<file path="config.mk">
export PLATFORM = sky130hd
export DESIGN_NAME = cory_rsp_route3
export DESIGN_NICKNAME = d
export VERILOG_FILES = /design/src/rtl/cory_rsp_route3.sv
export SDC_FILE = /design/constraint.sdc
export NUM_CORES = 1
export LEC_CHECK = 0
export ABC_AREA = 1
export CELL_PAD_IN_SITES_DETAIL_PLACEMENT = 1
export CELL_PAD_IN_SITES_GLOBAL_PLACEMENT = 1
export CORE_MARGIN = 3
export CORE_UTILIZATION = 29
export DETAILED_ROUTE_END_ITERATION = 12
export GPL_ROUTABILITY_DRIVEN = 0
export GPL_TIMING_DRIVEN = 0
export PLACE_DENSITY_LB_ADDON = 0.1
export REMOVE_ABC_BUFFERS = 1
export SETUP_SLACK_MARGIN = 0.05
export SKIP_LAST_GASP = 1
export SYNTH_ARGS = -nofsm -noshare
export SYNTH_HDL_FRONTEND = slang
export SYNTH_SLANG_ARGS = --single-unit
export TNS_END_PERCENT = 20
</file>
<file path="constraint.sdc">
create_clock -name clk -period 2.3 [get_ports clk]
set_input_delay 0.46 -clock clk [delete_from_list [all_inputs] [get_ports clk]]
set_output_delay 0.46 -clock clk [all_outputs]
set_load 0.05 [all_outputs]
</file>
<file path="src/rtl/cory_rsp_route3.sv">
// Response router for the 3-port round-robin arbiter: a tag FIFO records the
// port select of each granted request and steers in-order responses back.
module cory_rsp_route3 #(
  parameter int unsigned N = 8,
  parameter int unsigned D = 4,
  localparam int unsigned DW = $clog2(D) + 1
) (
  input  logic          clk,
  input  logic          reset,
  input  logic          i_t_v,
  input  logic [1:0]    i_t_s,
  output logic          o_t_r,
  input  logic          i_r_v,
  input  logic [N-1:0]  i_r_d,
  output logic          o_r_r,
  output logic          o_z0_v,
  output logic [N-1:0]  o_z0_d,
  input  logic          i_z0_r,
  output logic          o_z1_v,
  output logic [N-1:0]  o_z1_d,
  input  logic          i_z1_r,
  output logic          o_z2_v,
  output logic [N-1:0]  o_z2_d,
  input  logic          i_z2_r,
  output logic [DW-1:0] o_cnt,
  output logic          o_err
);

  localparam int unsigned AW = (D > 1) ? $clog2(D) : 1;

  logic [1:0]    tag_mem [D];
  logic [AW-1:0] wr_ptr;
  logic [AW-1:0] rd_ptr;
  logic [DW-1:0] cnt;
  logic          err;
  logic [1:0]    head;
  logic          nonempty;
  logic          push;
  logic          pop;
  logic          head_rdy;

  assign nonempty = (cnt != '0);
  assign head     = tag_mem[rd_ptr];
  // Full check uses only registered count, keeping response ready off this path.
  assign o_t_r    = !reset && (cnt != DW'(D));
  assign push     = i_t_v && o_t_r;
  assign pop      = i_r_v && o_r_r;

  // Ready of the port addressed by the head tag; tag 3 is a drop sink.
  always_comb begin
    head_rdy = 1'b0;
    case (head)
      2'd0:    head_rdy = i_z0_r;
      2'd1:    head_rdy = i_z1_r;
      2'd2:    head_rdy = i_z2_r;
      default: head_rdy = 1'b1;
    endcase
  end

  assign o_r_r  = nonempty && head_rdy;
  assign o_z0_v = i_r_v && nonempty && (head == 2'd0);
  assign o_z1_v = i_r_v && nonempty && (head == 2'd1);
  assign o_z2_v = i_r_v && nonempty && (head == 2'd2);
  assign o_z0_d = i_r_d;
  assign o_z1_d = i_r_d;
  assign o_z2_d = i_r_d;
  assign o_cnt  = cnt;
  assign o_err  = err;

  always_ff @(posedge clk) begin
    if (push) tag_mem[wr_ptr] <= i_t_s;
  end

  always_ff @(posedge clk) begin
    if (reset) begin
      wr_ptr <= '0;
      rd_ptr <= '0;
      cnt    <= '0;
      err    <= 1'b0;
    end else begin
      if (push) wr_ptr <= wr_ptr + AW'(1);
      if (pop)  rd_ptr <= rd_ptr + AW'(1);
      case ({push, pop})
        2'b10:   cnt <= cnt + DW'(1);
        2'b01:   cnt <= cnt - DW'(1);
        default: cnt <= cnt;
      endcase
      if (pop && (head == 2'd3)) err <= 1'b1;
    end
  end

endmodule

</file>
# Word-level counts from Yosys, hierarchy flattened
# Memory sizes are Yosys's and may differ from the RTL's. A register that Yosys moved wholly into a read port is not among the register bits.
# Cells that the tools add are included.
[totals] reg_bits=8 mem_bits_rw=8 inputBits=17 out_inout_bits=33 wordCells=34 memories=1
[op_classes] n_addsub=4 eq_ne=6 muxes=6 reduce_logical=13
[memory_table] name="tag_mem" words=4 word_bits=2 rd=1 rd_ports_with_merged_regs=1 write_ports=1 line_no="31" source="logic [1:0] tag_mem [D];"
[ops] cell="$logic_and A1 B1 Y1" count=9
[ops] cell="$eq A2 B2 Y1 const B" count=3
[ops] cell="$pmux W3 S2" count=1
[ops] cell="$add A2 B1 Y2 const B" count=2
[ops] cell="$eq A2 B1 Y1 const B" count=2
[ops] cell="$mux W2" count=2
[ops] cell="$add A3 B1 Y3 const B" count=1
[ops] cell="$ne A3 B3 Y1 const B" count=1
[ops] cell="$pmux W1 S3" count=1
[ops] cell="$reduce_bool A3 Y1" count=1
[ops] cell="$sub A3 B1 Y3 const B" count=1
[ops] cell="$logic_not A2 Y1" count=1
[ops] cell="$mux W1" count=2
[ops] cell="$reduce_bool A2 Y1" count=1
[ops] cell="$logic_not A1 Y1" count=1

# Depth between registers and ports, before layout
[depth] word_depth=6 depth_mapped=16 ltp_nobuf=16

# Worst setup path after synthesis
# Ideal clock, no wire load.
[synth_path] path_kind="reg-to-reg" startpoint="reg cnt[0], in the netlist o_cnt[0]" endpoint="reg cnt[1], in the netlist o_cnt[1]" setup_ns=0.070 t_arrival_ns=2.889 required_ns=2.230 slack_ns=-0.659 stages_incl_launch_ff=8 n_path_buf=0 synth_period_minus_slack_ns=2.959 cell_sequence="dfxtp_1 > nor2_1 > a21oi_1 > nand2_1 > ha_1 > inv_1 > fa_1 > a21oi_1"
[synth_between] elab_chain_cells=5 word_cells_on_any_way=12 cone_classes="add/sub (2); eq/ne (3); mux (1); reduce/logical (6)"
[synth_rtl] item="start, declared" line_no="34" source="logic [DW-1:0] cnt;"
[synth_rtl] item="start signal, assigned" line_no="84" source="2'b10: cnt <= cnt + DW'(1);"
[synth_rtl] item="start signal, assigned" line_no="85" source="2'b01: cnt <= cnt - DW'(1);"
[synth_rtl] item="start signal, assigned" line_no="86" source="default: cnt <= cnt;"
[synth_rtl] item="$ne A3 B3 Y1 (*)" line_no="45" source="assign o_t_r = !reset && (cnt != DW'(D));"
[synth_rtl] item="$logic_and A1 B1 Y1 (*)" line_no="45"
[synth_rtl] item="via o_t_r" line_no="12" source="output logic o_t_r,"
[synth_rtl] item="$logic_and A1 B1 Y1 (*)" line_no="46" source="assign push = i_t_v && o_t_r;"
[synth_rtl] item="$eq A2 B1 Y1 or $eq A2 B2 Y1 (tied branches)" line_no="83" source="case ({push, pop})"
[synth_rtl] item="$pmux W3 S2 or $reduce_bool A2 Y1 (tied branches)"
# The timed path passes the listed nets; every way through them passes the cells marked *.
# A chain may end at the register's enable or synchronous reset.

==> impl_metrics.json <==
{
  "run_status": "complete, no violations",
  "wl_per_cell_um": 12.5,
  "setup-violations-final": 0,
  "ant_nets": 0,
  "final.min_clock_period_ns": 2.27,
  "grt_pass1_wl_mm": 3.68,
  "crit_fanout": 6,
  "hold_depth": 1,
  "worst-r2r-cell-count": 15,
  "vias_per_cell": 4.36,
  "nets": 150,
  "power_density_mw_per_mm2": 717,
  "htree_num_levels": 1,
  "rrSetupSlack_ns": 0.06,
  "maxSlewViolCount": 0,
  "drt_wl_total_mm": 2.16,
  "syn_area_sq_mm": 0.00110,
  "startpoint_type": "flip-flop",
  "ys_seq_elements": 18,
  "syn_to_final_growth_pct": 8.54,
  "root_buffer": "clkbuf_8",
  "ir_drop_v": 0.000264,
  "coreArea_sq_mm": 0.00349,
  "synthAdderAreaFrac_pct": 7.52,
  "synth_compound_area_share_pct": 8.20,
  "finalClockSkew_ns": 0.00126,
  "synth_top_family_by_area": "buffers and inverters",
  "dpl.hpwl_mm": 1.77,
  "yosys.area_share.simple_pct": 20.2,
  "postCtsResizedCells": 4,
  "cts_tree": "built",
  "tightestPinTransition_ns": 0.509,
  "port_buffers": 17,
  "drive_gt1_share_pct": 15.9,
  "pwr-share-clk_pct": 25.1,
  "syn_inst": 129,
  "synthMuxAreaShare_pct": 0,
  "p_sw_share_pct": 33.8,
  "clk_latency_ns": 0.24,
  "postCtsHoldBufs": 0,
  "final-hold-violation-count": 0,
  "cts_sinks": 18,
  "grt_pass1_vias": 798,
  "critPathRequiredTime_ns": 1.84,
  "leakagePower_nw": 0.513,
  "postCtsSetupBuffers": 0,
  "die_w_um": 67.5,
  "crit_end": "o_r_r",
  "drtIter0Drc": 12,
  "overflow": 0,
  "grtUsageTotal_pct": 10.6,
  "antennaDiodeCount": 0,
  "fin_area_sq_mm": 0.00119,
  "hold_class": "reg2reg",
  "relSlewSlack_pct": 66.0,
  "ios": 50,
  "num_vias": 750,
  "yosysWarnings": 0,
  "die-area_sq_mm": 0.00456,
  "dpl_cell_area_sq_mm": 0.00115,
  "syn_avg_cell_area_sq_um": 8.52,
  "grt_max_degree": 11,
  "die_h_um": 67.5,
  "drc": 0,
  "cts_buffer_depth": 2,
  "end_kind": "output port",
  "grt_antenna_before_repair": 0,
  "power.internal_uw": 566,
  "path_clk_slew_ns": 0.06,
  "r2r_end": "o_cnt[2]",
  "fmax_mhz": 441,
  "synth_cell_type_count": 22,
  "synth_xor_xnor_area_share_pct": 0.797,
  "switchingPower_uw": 288,
  "crit_type": "reg2out",
  "fill_cells": 410,
  "cp.arrival_ns": 1.81,
  "numCtsBuffers": 3,
  "ys_seq_area_share_pct": 40.1,
  "start_util_pct": 31.4,
  "power_frac_comb_pct": 31.0,
  "fin_util_pct": 34.1,
  "dr.pass1.iters": 3,
  "p_seq_share_pct": 43.9,
  "rows": 21,
  "rsz0062_at_grt": "yes",
  "cap_violations": 0,
  "timing.final.crit_share_pct": 98.5
}
[Yosys cell counts]
cell / n / area [sq um]
buf_4: 24 / 180
inv_1: 17 / 63.8
nand2_1: 15 / 56.3
dfxtp_1: 10 / 200
edfxtp_1: 8 / 240
nor2_1: 8 / 30.0
a21oi_1: 7 / 35.0
nand2_2: 6 / 37.5
nand3_1: 6 / 30.0
ha_1: 5 / 62.6
nor3_1: 4 / 20.0
inv_2: 3 / 11.3
nand3_2: 3 / 30.0
o21ai_0: 3 / 15.0
o21ai_1: 3 / 15.0
a21oi_2: 1 / 8.76
and2_1: 1 / 6.26
fa_1: 1 / 20.0
nand2_4: 1 / 11.3
o21a_1: 1 / 7.51
o21ai_2: 1 / 8.76
xor2_1: 1 / 8.76
[through the flow]
stage | TNS (ns) | instances | hold slack [ns] | total power [mW] | setup slack [ns]
floorplan | -4.20 | 105 | 0.460 | 0.566 | -0.659
global placement | -1.27 | 168 | 0.449 | 0.650 | -0.236
detailed placement | -1.40 | 168 | 0.466 | 0.654 | -0.295
CTS | -0.282 | 172 | 0.482 | 0.872 | -0.136
global route | -0.506 | 172 | 0.494 | 0.918 | -0.259
finish | 0 | 172 | 0.473 | 0.855 | 0.0344
[worst min path at each step]
stage / start / endpoint
3_3_place_gp: o_err / o_err
5_1_grt: o_err / o_err
6_report: o_err / o_err
4_1_cts: o_err / o_err
2_1_floorplan: rd_ptr[1] / flip-flop
3_5_place_dp: o_err / o_err
[metal layers]
metal  global-route usage (%)  vias to the layer above  share of wire, %
li1                         -                      378                 -
met1                     12.2                      333                43
met2                     16.2                       37                46
met3                     5.99                        2                10
met4                     3.80                        0              0.74
met5                     1.25                        -                 0
[worst max-delay path, cell delays in order (launching register included)]
cell and delay (ns):
dfxtp_2 0.38, inv_2 0.08, nand2_1 0.07, nand3_2 0.09, nand2_4 0.11, nand3_1 0.10
nand3_2 0.11, and2_1 0.12, dlygate4sd2_1 0.52
[logic make-up (layout without fill, tap and decap cells)]
logic type      after synthesis  in the layout
compound gates               16             16
xor+xnor                      1              1
fa+ha+maj                     6              6
buf+inv                      44             41
flops                        18             18
simple gates                 44             44
[cell type report]
class                      count  area [sq um]  area share (%)
sequential                    18           442            37.0
clock buffer                   4          45.0            3.78
timing repair buffer          17           168            14.1
tap                           46          57.6            4.83
multi-input combinational     67           405            34.0
inverter                      20          75.1            6.30
[power groups by stage]
stage | Sequential [mW] | Clock, mW | Combinational (mW)
3_3_place_gp | 0.382 | 0 | 0.269
2_1_floorplan | 0.411 | 0 | 0.155
6_report | 0.375 | 0.214 | 0.265
5_1_grt | 0.379 | 0.241 | 0.298
4_1_cts | 0.375 | 0.227 | 0.269
3_5_place_dp | 0.382 | 0 | 0.272
[cell usage in the layout, fill, tap and decap left out]
cell type / netlist / final
and2_1: 1 / 1
o21ai_2: 1 / 1
o21ai_1: 3 / 3
xor2_1: 1 / 1
o21ai_0: 3 / 3
nand2_4: 1 / 1
o21a_1: 1 / 1
nand3_1: 6 / 6
dfxtp_2: 0 / 1
edfxtp_1: 8 / 8
clkbuf_8: 0 / 3
nand3_2: 3 / 3
dlygate4sd2_1: 0 / 4
a21oi_1: 7 / 7
ha_1: 5 / 5
fa_1: 1 / 1
clkdlybuf4s50_1: 0 / 12
clkbuf_1: 0 / 1
nor3_1: 4 / 4
dfxtp_1: 10 / 9
inv_1: 17 / 17
nand2_2: 6 / 7
a21oi_2: 1 / 1
nor2_1: 8 / 8
nand2_1: 15 / 14
dlymetal6s2s_1: 0 / 1
inv_2: 3 / 3
Power figures use the tool's default switching activity.
